### src/rtl/booth_pkg.sv
// Shared definitions for the Booth multiplier datapath and its consumers.
//   N_DEFAULT      default multiplier operand width (product is 2*N bits)
//   LEN_DEFAULT    default number of products per dot product
//   acc_w_of()     accumulator width derived from the operand width
//   out_state_e    output-register FSM encoding (EMPTY / FULL)
//   sat_pos_limit / sat_neg_limit
//                  signed saturation limits for a given width. They are returned
//                  in a wide vector; callers truncate to their own width.
package booth_pkg;

  localparam int unsigned N_DEFAULT   = 32'd32;
  localparam int unsigned LEN_DEFAULT = 32'd16;
  localparam int unsigned LIM_VEC_W   = 32'd256;

  typedef enum logic {
    OUT_EMPTY = 1'b0,
    OUT_FULL  = 1'b1
  } out_state_e;

  // Eight guard bits above the full product width before saturation can occur.
  function automatic int unsigned acc_w_of(input int unsigned n);
    return (32'd2 * n) + 32'd8;
  endfunction

  // +(2^(w-1)-1): all ones below the sign bit.
  function automatic logic [LIM_VEC_W-1:0] sat_pos_limit(input int unsigned w);
    logic [LIM_VEC_W-1:0] v;
    v = {LIM_VEC_W{1'b0}};
    for (int unsigned i = 32'd0; i < LIM_VEC_W; i++) begin
      if (i < (w - 32'd1)) begin
        v[i] = 1'b1;
      end else begin
        v[i] = 1'b0;
      end
    end
    return v;
  endfunction

  // -2^(w-1): sign bit set, zeros below; upper bits sign-extended.
  function automatic logic [LIM_VEC_W-1:0] sat_neg_limit(input int unsigned w);
    logic [LIM_VEC_W-1:0] v;
    v = {LIM_VEC_W{1'b1}};
    for (int unsigned i = 32'd0; i < LIM_VEC_W; i++) begin
      if (i < (w - 32'd1)) begin
        v[i] = 1'b0;
      end else begin
        v[i] = 1'b1;
      end
    end
    return v;
  endfunction

endpackage

### src/rtl/sat_add_signed.sv
// Combinational signed saturating adder.
//   a, b  in  W  signed two's-complement addends
//   y     out W  a+b, clamped to [-2^(W-1), 2^(W-1)-1]
//   ovf   out 1  the true sum did not fit in W bits (y was clamped)
module sat_add_signed
  import booth_pkg::*;
#(
  parameter int unsigned W = 32'd16
) (
  input  logic [W-1:0] a,
  input  logic [W-1:0] b,
  output logic [W-1:0] y,
  output logic         ovf
);

  localparam logic [W-1:0] POS_LIM = W'(sat_pos_limit(W));
  localparam logic [W-1:0] NEG_LIM = W'(sat_neg_limit(W));

  logic [W:0] wide_s;

  // One-bit-wider add; the two top bits disagree exactly when W bits overflow,
  // and the extra top bit gives the true sign of the result.
  always_comb begin
    wide_s = {a[W-1], a} + {b[W-1], b};
    if (wide_s[W] != wide_s[W-1]) begin
      ovf = 1'b1;
      if (wide_s[W] == 1'b0) begin
        y = POS_LIM;
      end else begin
        y = NEG_LIM;
      end
    end else begin
      ovf = 1'b0;
      y   = wide_s[W-1:0];
    end
  end

endmodule

### src/rtl/booth_mac_accumulator.sv
// Saturating dot-product accumulator behind the sequential Booth multiplier.
// Every mul_done pulse adds the sign-extended product to the running sum; the
// LEN-th product completes the sum, which is handed to a one-entry valid/ready
// output register. The input side never stalls: a finished sum arriving while
// the output still holds an unaccepted one is dropped and flagged in drop_err.
//   clk, rst_n   clock (rising edge), asynchronous active-low reset
//   clr          synchronous clear of accumulation and output state
//   mul_done     product strobe; mul_c is the signed 2*N-bit product
//   out_valid    out_data/out_sat hold a finished sum
//   out_ready    consumer accepts when out_valid && out_ready
//   out_data     signed saturated sum (ACC_W bits)
//   out_sat      the sum saturated at least once
//   drop_err     sticky: a finished sum was lost to backpressure
//   term_cnt     products already accumulated in the current sum
module booth_mac_accumulator
  import booth_pkg::*;
#(
  parameter int unsigned N     = N_DEFAULT,
  parameter int unsigned ACC_W = acc_w_of(N),
  parameter int unsigned LEN   = LEN_DEFAULT
) (
  input  logic                       clk,
  input  logic                       rst_n,
  input  logic                       clr,
  input  logic                       mul_done,
  input  logic [2*N-1:0]             mul_c,
  output logic                       out_valid,
  input  logic                       out_ready,
  output logic [ACC_W-1:0]           out_data,
  output logic                       out_sat,
  output logic                       drop_err,
  output logic [$clog2(LEN+1)-1:0]   term_cnt
);

  localparam int unsigned CNT_W = $clog2(LEN + 1);
  localparam logic [CNT_W-1:0] LAST_TERM = CNT_W'(LEN - 32'd1);

  logic [ACC_W-1:0] acc_q,      acc_d;
  logic [CNT_W-1:0] term_cnt_q, term_cnt_d;
  logic             sat_pend_q, sat_pend_d;
  out_state_e       state_q,    state_d;
  logic [ACC_W-1:0] out_data_q, out_data_d;
  logic             out_sat_q,  out_sat_d;
  logic             drop_err_q, drop_err_d;

  logic [ACC_W-1:0] prod_ext_s;
  logic [ACC_W-1:0] sum_s;
  logic             ovf_s;
  logic             last_term_s;
  logic             finish_s;
  logic             handshake_s;
  logic             fin_sat_s;

  // Sign-extend the product to the accumulator width.
  assign prod_ext_s = ACC_W'($signed(mul_c));

  sat_add_signed #(.W(ACC_W)) u_sat_add (
    .a   (acc_q),
    .b   (prod_ext_s),
    .y   (sum_s),
    .ovf (ovf_s)
  );

  assign last_term_s = (term_cnt_q == LAST_TERM);
  assign finish_s    = mul_done & last_term_s;
  assign handshake_s = (state_q == OUT_FULL) & out_ready;
  // Saturation anywhere in the sum, including on the final term itself.
  assign fin_sat_s   = sat_pend_q | ovf_s;

  // Next-state for the accumulator, term counter and output register/FSM.
  always_comb begin
    acc_d      = acc_q;
    term_cnt_d = term_cnt_q;
    sat_pend_d = sat_pend_q;
    state_d    = state_q;
    out_data_d = out_data_q;
    out_sat_d  = out_sat_q;
    drop_err_d = drop_err_q;

    if (clr) begin
      // clr wins over everything, including a coincident mul_done.
      acc_d      = {ACC_W{1'b0}};
      term_cnt_d = {CNT_W{1'b0}};
      sat_pend_d = 1'b0;
      state_d    = OUT_EMPTY;
      out_sat_d  = 1'b0;
      drop_err_d = 1'b0;
    end else begin
      if (mul_done) begin
        if (last_term_s) begin
          acc_d      = {ACC_W{1'b0}};
          term_cnt_d = {CNT_W{1'b0}};
          sat_pend_d = 1'b0;
        end else begin
          acc_d      = sum_s;
          term_cnt_d = term_cnt_q + CNT_W'(1'b1);
          sat_pend_d = fin_sat_s;
        end
      end else begin
        acc_d = acc_q;
      end

      case (state_q)
        OUT_EMPTY: begin
          if (finish_s) begin
            state_d    = OUT_FULL;
            out_data_d = sum_s;
            out_sat_d  = fin_sat_s;
          end else begin
            state_d = OUT_EMPTY;
          end
        end
        OUT_FULL: begin
          if (finish_s && handshake_s) begin
            // Old sum leaves while the new one arrives: reload without a bubble.
            state_d    = OUT_FULL;
            out_data_d = sum_s;
            out_sat_d  = fin_sat_s;
          end else if (finish_s) begin
            // Nowhere to put the new sum; keep the old one and flag the loss.
            state_d    = OUT_FULL;
            drop_err_d = 1'b1;
          end else if (handshake_s) begin
            state_d = OUT_EMPTY;
          end else begin
            state_d = OUT_FULL;
          end
        end
        default: begin
          state_d = OUT_EMPTY;
        end
      endcase
    end
  end

  // State registers with asynchronous reset.
  always_ff @(posedge clk or negedge rst_n) begin
    if (!rst_n) begin
      acc_q      <= {ACC_W{1'b0}};
      term_cnt_q <= {CNT_W{1'b0}};
      sat_pend_q <= 1'b0;
      state_q    <= OUT_EMPTY;
      out_data_q <= {ACC_W{1'b0}};
      out_sat_q  <= 1'b0;
      drop_err_q <= 1'b0;
    end else begin
      acc_q      <= acc_d;
      term_cnt_q <= term_cnt_d;
      sat_pend_q <= sat_pend_d;
      state_q    <= state_d;
      out_data_q <= out_data_d;
      out_sat_q  <= out_sat_d;
      drop_err_q <= drop_err_d;
    end
  end

  assign out_valid = (state_q == OUT_FULL);
  assign out_data  = out_data_q;
  assign out_sat   = out_sat_q;
  assign drop_err  = drop_err_q;
  assign term_cnt  = term_cnt_q;

endmodule

### config.mk
export PLATFORM = sky130hd
export DESIGN_NAME = booth_mac_accumulator
export DESIGN_NICKNAME = d
export VERILOG_FILES = /design/src/rtl/booth_pkg.sv /design/src/rtl/sat_add_signed.sv /design/src/rtl/booth_mac_accumulator.sv
export SDC_FILE = /design/constraint.sdc
export NUM_CORES = 1
export LEC_CHECK = 0
export BUFFER_PORTS_ARGS = -buffer_cell sky130_fd_sc_hd__buf_2
export CAP_MARGIN = 20
export CORE_MARGIN = 8
export CORE_UTILIZATION = 50
export CTS_CLUSTER_DIAMETER = 100
export DETAILED_ROUTE_END_ITERATION = 10
export HOLD_SLACK_MARGIN = 0.08
export PLACE_DENSITY_LB_ADDON = 0.15
export SYNTH_ARGS = -nofsm -noshare
export SYNTH_HDL_FRONTEND = slang
export SYNTH_SLANG_ARGS = --single-unit
### constraint.sdc
create_clock -name clk -period 3.95 [get_ports clk]
set_input_delay 0.79 -clock clk [delete_from_list [all_inputs] [get_ports clk]]
set_output_delay 0.79 -clock clk [all_outputs]
set_load 0.02 [all_outputs]
==> qor.csv, run 1 <==
metric;value;unit
run_status;finished clean;
synthesis.area;10700;um^2
final_antenna_net_count;0;
drc;0;
stdcell_area;13100;um^2
max-slew-margin-rel;51.4;%
buffers_inverters_on_critical_path;3;
route.final.wire_length;33.7;mm
largest_net_degree_at_the_start_of_global_routing;73;
synthDistinctLibCells;70;
synth_top_family_by_area;compound AO/OA/AOI/OAI gates;
replace_congestion;0.951;
power_density;751;nW/um^2
wirelength_per_cell;19.4;um
ios;149;
clock_sinks;153;
grt_remaining_overflow;0;
final_layout_size_suffix_gt1_share;22.4;%
timing.critical_path.to_type;flip-flop;
synth_async_sr_flop_share;100;%
count_of_tritonroute_iterations_in_the_first_routing_pass;5;
worst_ir_drop_vdd;0.374;mV
crit_path_max_fanout;7;
timing.critical_path.arrival;3.95;ns
yosys-mux-area-fraction;0.442;%
timing.final.hold_violations;0;
power.leakage;6.30;nW
tritoncts;done;
num_vias;10500;
crit_path_frequent_cell;sky130_fd_sc_hd__buf_4;
final_min_period_over_clock_period;91.9;%
timing.critical_path.required;4.27;ns
synth-seq-cells;153;
fmax;275;MHz
final-setup-viol-count;0;
fin_skew;0.0110;ns
timing.critical_path.cells;buf_2, ha_1, buf_4, nand4_1, nor3_1, a221oi_1, o21bai_1, a21oi_1, o221ai_1, or2_0, mux2i_4, nor2_1, buf_4, a221o_1;
rsz_0062_raised_after_global_routing;no;
place_hpwl;25.7;mm
setup_tns;0;ns
cts.path.max_buffers;2;
detailedRoute.firstIterationViolations;839;
min_period;3.63;ns
cts_post_setup_buffers_inserted;0;
yosysWarningCount;0;
critical_path_class;input port to flip-flop;
holdCritPathClass;input port to async pin;
groute.usage.overall;25.6;%
clk_latency;0.44;ns
die_w;163;um
syn_nets;1380;
area_delta_synth_final;21.6;%
grt_first_pass_wirelength;54.8;mm
synth-xor-area-share;5.71;%
initial_utilization;51.0;%
num_antenna_cells;0;
synth.avg_cell_area;8.69;um^2
timing_worst_slew_pin_value;0.727;ns
cp-start-kind;input port;
num-nets-final;1593;
synth_cells;1237;
synth_simple_gate_area_share;14.8;%
ys_seq_area_share;35.6;%
synth_compound_area_share;30.5;%
final_cell_mix;sky130_fd_sc_hd__dfrtp_1 (153), sky130_fd_sc_hd__buf_2 (147), sky130_fd_sc_hd__nor2_1 (132), sky130_fd_sc_hd__buf_4 (120), sky130_fd_sc_hd__a21oi_1 (115);
ys.flop_type;sky130_fd_sc_hd__dfrtp_1;
area_after_dpl;12500;um^2
max_slew_violation_count;0;
ctsHoldBuffers;0;
post_cts.resized_instances;0;
dieArea;26400;um^2
drt-vias-per-instance;6.06;
mostFrequentLayoutCell;sky130_fd_sc_hd__dfrtp_1;
crit_path_top_delay_cell;sky130_fd_sc_hd__nor3_1;
rows;53;
io_buffer_count;148;
timing.max_cap.violations;0;
cts_made_buffers;17;
die_height;163;um
synth_fa_ha_area_share;8.69;%
crit_family;compound AO/OA/AOI/OAI gates;
cts_root_buffer;sky130_fd_sc_hd__clkbuf_16;
cts_max_level;4;
crit_path_max_incr_delay;0.38;ns
placeableCoreArea;21100;um^2
synth_edf_count;0;
grt_pass1_vias;10500;
antenna_violations_before_repair;0;
path_clk_slew;0.07;ns
total_power_consumption;9.81;mW
==> synth_stat cells, types with 3 or more instances <==
library cell	number	share of area, %
sky130_fd_sc_hd__xnor2_1	41	3.3
sky130_fd_sc_hd__o31ai_1	11	0.77
sky130_fd_sc_hd__nor2b_1	11	0.64
sky130_fd_sc_hd__nand4_1	30	1.7
sky130_fd_sc_hd__nand3_1	10	0.47
sky130_fd_sc_hd__a31oi_1	14	0.82
sky130_fd_sc_hd__a221o_1	24	2.2
sky130_fd_sc_hd__and2_1	5	0.29
sky130_fd_sc_hd__dfrtp_1	153	36
sky130_fd_sc_hd__o21a_1	9	0.63
sky130_fd_sc_hd__a211oi_1	14	0.98
sky130_fd_sc_hd__or3_1	5	0.29
sky130_fd_sc_hd__nand2_1	95	3.3
sky130_fd_sc_hd__nor3_1	25	1.2
sky130_fd_sc_hd__clkbuf_1	42	1.5
sky130_fd_sc_hd__buf_2	24	1.1
sky130_fd_sc_hd__inv_1	19	0.66
sky130_fd_sc_hd__a21boi_0	4	0.28
sky130_fd_sc_hd__xor2_1	29	2.4
sky130_fd_sc_hd__ha_1	73	8.5
sky130_fd_sc_hd__a21oi_1	115	5.4
sky130_fd_sc_hd__a21o_1	20	1.4
sky130_fd_sc_hd__o21ai_1	43	2.0
sky130_fd_sc_hd__o22ai_1	3	0.17
sky130_fd_sc_hd__o21ai_0	73	3.4
sky130_fd_sc_hd__a221oi_1	5	0.41
sky130_fd_sc_hd__a22o_1	3	0.24
sky130_fd_sc_hd__o211ai_1	10	0.70
sky130_fd_sc_hd__mux2_2	3	0.31
sky130_fd_sc_hd__nand2b_1	4	0.23
sky130_fd_sc_hd__o21bai_1	15	1.0
sky130_fd_sc_hd__and3_1	4	0.23
sky130_fd_sc_hd__or2_2	8	0.47
sky130_fd_sc_hd__buf_4	12	0.84
sky130_fd_sc_hd__or4_1	4	0.28
sky130_fd_sc_hd__a211o_1	6	0.49
sky130_fd_sc_hd__nor2_1	135	4.7
sky130_fd_sc_hd__a22oi_1	40	2.8
sky130_fd_sc_hd__o22a_1	57	4.6
==> final cells by class <==
type / instances / area [um^2]
Inverter: 19 / 71.3
Clock inverter: 12 / 118
Tap cell: 275 / 344
Sequential cell: 153 / 3830
Clock buffer: 20 / 447
Timing Repair Buffer: 274 / 1770
Fill cell: 1953 / 8020
Multi-Input combinational cell: 985 / 6490
==> path summary, 6_finish.rpt <==
path | from | endpoint | slack, ns | depth (start not counted)
hold / removal | rst_n | term_cnt[4] | 0.35 | 1
hold reg to reg | out_data[61] | out_data[61] | 0.49 | 2
max in group asynchronous | rst_n | out_data[17] | 2.83 | 2
setup reg to reg | acc_q[46] | acc_q[0] | 0.38 | 13
min in group clk | out_data[61] | out_data[61] | 0.49 | 2
setup / recovery | mul_c[46] | acc_q[0] | 0.32 | 14
==> where the power goes <==
group | total, mW | internal, mW | leakage [nW] | switching, mW
clock network | 1.64 | 0.892 | 0.264 | 0.744
logic | 6.05 | 2.55 | 3.95 | 3.50
registers | 2.12 | 1.90 | 2.09 | 0.222
==> routing by layer <==
metal / vias up / share of wire [%] / routed length, um / global-route usage, %
met4: 0 / 2.3 / 758 / 8.38
met3: 54 / 6.7 / 2240 / 4.75
met2: 368 / 46 / 15400 / 40.9
met5: - / 0 / 0 / 0
met1: 5050 / 45 / 15300 / 34.4
li1: 5060 / - / - / -
==> kinds of logic (layout without fill, tap and decap cells) <==
family	Yosys count	count (layout)
AO/OA/AOI/OAI	489	489
AND/OR/NAND/NOR	348	348
flip-flops	153	153
buffers and inverters	99	325
adder cells (fa/ha/maj)	74	74
XOR/XNOR	70	70
multiplexers	4	4
==> state kept, by name (all words and copies together) (netlist names) <==
name	cells
sat_pend_q	1
out_data	72
acc_q	72
drop_err	1
out_sat	1
out_valid	1
term_cnt	5
==> stage by stage <==
stage	util (%)	cells	hold WS, ns	setup WS (ns)
after floorplan	-	1237	0.453	0.201
final	62.0	1738	0.354	0.318
after global routing	62.0	1738	0.409	0.109
after detailed placement	59.3	1706	0.482	-0.110
after global placement	59.3	1706	0.465	-0.0711
after CTS	62.0	1738	0.382	0.339
(Power assumes the default switching activity.)
==> run 2, diff against run 1 <==
--- a/config.mk
+++ b/config.mk
@@ -8,7 +8,7 @@
 export BUFFER_PORTS_ARGS = -buffer_cell sky130_fd_sc_hd__buf_2
 export CAP_MARGIN = 20
 export CORE_MARGIN = 8
-export CORE_UTILIZATION = 50
+export CORE_UTILIZATION = 52
 export CTS_CLUSTER_DIAMETER = 100
 export DETAILED_ROUTE_END_ITERATION = 10
 export HOLD_SLACK_MARGIN = 0.08
==> run 2 against run 1 <==
Combinational power up 3%. First-iteration DRC count down 5.2%. Flip-flop and latch count unchanged. Non-clock buffer count up 15. Critical path depth unchanged. Critical endpoint is now out_data[68]. Largest cell class unchanged.
==> qor.csv, run 2 (synthesized netlist as in run 1, its figures left out) <==
metric;value;unit;change
fmax;261;MHz;was 275 MHz
worst_ir_drop_vdd;0.358;mV;was 0.374 mV
max_slew_violation_count;0;;unchanged
min_period;3.83;ns;was 3.63 ns
area_delta_synth_final;23.4;%;was 21.6%
cp-start-kind;input port;;unchanged
groute.usage.overall;26.7;%;was 25.6%
power.sequential.fraction;21.0;%;was 21.6%
clk_latency;0.44;ns;about the same
path_clk_slew;0.07;ns;about the same
pwr-share-comb;61.6;%;was 61.7%
drt-vias-per-instance;6.08;;was 6.06
cts_max_level;4;;unchanged
fin_skew;0.0199;ns;was 0.0110 ns
total_power_consumption;10.1;mW;was 9.81 mW
count_of_tritonroute_iterations_in_the_first_routing_pass;5;;unchanged
timing_worst_slew_pin_value;0.768;ns;was 0.727 ns
area_after_dpl;12600;um^2;was 12500 um^2
route.final.wire_length;34.3;mm;was 33.7 mm
final_min_period_over_clock_period;97.0;%;was 91.9%
power_density;763;nW/um^2;was 751 nW/um^2
internal_power_consumption;5.56;mW;was 5.35 mW
grt_remaining_overflow;0;;unchanged
wirelength_per_cell;19.6;um;was 19.4 um
timing.max_cap.violations;0;;unchanged
drc;0;;unchanged
io_buffer_count;148;;unchanged
crit_path_top_delay_cell;sky130_fd_sc_hd__or4_1;;was sky130_fd_sc_hd__nor3_1
timing.critical_path.to_type;flip-flop;;unchanged
cts.path.max_buffers;2;;unchanged
power.leakage;6.41;nW;was 6.30 nW
largest_net_degree_at_the_start_of_global_routing;65;;was 73
holdCritPathClass;input port to async pin;;unchanged
run_status;finished clean;;unchanged
num-nets-final;1608;;was 1593
initial_utilization;53.1;%;was 51.0%
total_switching_power;4.55;mW;was 4.47 mW
rows;52;;was 53
setup_slack_at_placement;-0.302;ns;was -0.110 ns
buffers_inverters_on_critical_path;3;;unchanged
detailedRoute.firstIterationViolations;795;;was 839
grt_pass1_vias;10800;;was 10500
final_cell_mix;sky130_fd_sc_hd__dfrtp_1 (153), sky130_fd_sc_hd__buf_2 (147), sky130_fd_sc_hd__buf_4 (133), sky130_fd_sc_hd__nor2_1 (132), sky130_fd_sc_hd__a21oi_1 (115);;was sky130_fd_sc_hd__dfrtp_1 (153), sky130_fd_sc_hd__buf_2 (147), sky130_fd_sc_hd__nor2_1 (132), sky130_fd_sc_hd__buf_4 (120), sky130_fd_sc_hd__a21oi_1 (115)
timing.critical_path.arrival;4.15;ns;was 3.95 ns
ios;149;;unchanged
die_height;160;um;was 163 um
replace_congestion;0.981;;was 0.951
place_hpwl;26.2;mm;was 25.7 mm
grt_first_pass_wirelength;56.3;mm;was 54.8 mm
ctsHoldBuffers;0;;unchanged
timing.final.hold_violations;0;;unchanged
final_antenna_net_count;0;;unchanged
dieArea;25500;um^2;was 26400 um^2
clock_sinks;153;;unchanged
worst_slack;0.117;ns;was 0.318 ns
mostFrequentLayoutCell;sky130_fd_sc_hd__dfrtp_1;;unchanged
critical_path_class;input port to flip-flop;;unchanged
crit_family;compound AO/OA/AOI/OAI gates;;unchanged
antenna_violations_before_repair;0;;unchanged
cts_made_buffers;17;;unchanged
timing.critical_path.required;4.26;ns;was 4.27 ns
num_vias;10600;;was 10500
cts_root_buffer;sky130_fd_sc_hd__clkbuf_16;;unchanged
rsz_0062_raised_after_global_routing;no;;unchanged
timing.critical_path.cells;buf_2, ha_1, buf_4, o211ai_1, o211ai_1, a31oi_1, buf_4, or4_1, nand4b_1, a31oi_1, o41ai_1, xnor2_1, a21oi_1, nor2_1;;was buf_2, ha_1, buf_4, nand4_1, nor3_1, a221oi_1, o21bai_1, a21oi_1, o221ai_1, or2_0, mux2i_4, nor2_1, buf_4, a221o_1
die_w;160;um;was 163 um
final_layout_size_suffix_gt1_share;23.3;%;was 22.4%
placeableCoreArea;20200;um^2;was 21100 um^2
crit_path_max_incr_delay;0.58;ns;was 0.38 ns
crit_path_max_fanout;3;;was 7
power_frac_clock;17.4;%;was 16.7%
num_antenna_cells;0;;unchanged
stdcell_area;13300;um^2;was 13100 um^2
final-setup-viol-count;0;;unchanged
max-slew-margin-rel;48.7;%;was 51.4%
p_sw_share;45.0;%;was 45.5%
tritoncts;done;;unchanged
run 2: changes by cell type in the layout (fill, tap and decap cells not counted), moves of 2 or more:
cell / delta
sky130_fd_sc_hd__bufinv_16: +2
sky130_fd_sc_hd__clkinv_4: -2
sky130_fd_sc_hd__buf_12: +2
sky130_fd_sc_hd__buf_4: +13
run 2: through the flow:
stage / hold WS (ns) / util (%) / instances / setup TNS (ns)
after floorplan: 0.453 / - / 1237 / 0
after global placement: 0.463 / 62.5 / 1716 / -1.86
after detailed placement: 0.472 / 62.5 / 1716 / -2.33
after CTS: 0.354 / 65.5 / 1748 / 0
after global routing: 0.374 / 65.5 / 1748 / 0
final: 0.332 / 65.5 / 1748 / 0
run 2: worst reg2reg max path: cells and delay by family (launching register included):
| kind | cells | cell delay [ns] |
|---|---|---|
| AO/OA/AOI/OAI | 6 | 1.67 |
| AND/OR/NAND/NOR | 3 | 0.82 |
| flip-flops | 1 | 0.39 |
| adder cells (fa/ha/maj) | 1 | 0.31 |
| buffers and inverters | 2 | 0.31 |
| XOR/XNOR | 1 | 0.15 |
run 2: power by group through the flow:
stage / registers [mW] / logic (mW) / clock network (mW)
finish: 2.12 / 6.23 / 1.76
global route: 2.16 / 6.82 / 1.84
CTS: 2.12 / 6.13 / 1.78
detailed placement: 2.14 / 6.06 / 0
global placement: 2.14 / 6.02 / 0
floorplan: 2.07 / 4.00 / 0
run 2: final cells by class:
cell class                 instances  area, um^2
clock buffer                      20         457
clock inverter                    12         161
fill                            1784        6980
inverter                          19        71.3
multi-input combinational        985        6490
sequential                       153        3830
tap                              270         338
timing repair buffer             289        1910
run 2: metal layers:
layer / track usage, % / wire, um / share of wire, % / vias to the layer above
li1: - / - / - / 5093
met1: 35.8 / 15800 / 46 / 5075
met2: 42.6 / 15500 / 45 / 397
met3: 4.70 / 2100 / 6.1 / 63
met4: 9.05 / 831 / 2.4 / 0
met5: 0 / 0 / 0 / -
run 2: what timing repair did:
item / in CTS / in global routing
gates resized for setup: 0 / 1
setup buffers: 0 / 0
setup endpoints to repair: 0 / 1
run 2: worst paths after layout:
path	start	endpoint	slack, ns	cells past startpoint
setup / recovery	mul_c[3]	out_data[68]	0.12	14
setup reg to reg	acc_q[3]	out_data[68]	0.17	13
hold / removal	rst_n	term_cnt[4]	0.33	1
hold reg to reg	acc_q[71]	acc_q[71]	0.48	1
max in group asynchronous	rst_n	acc_q[67]	2.75	2
min in group clk	acc_q[71]	acc_q[71]	0.48	1
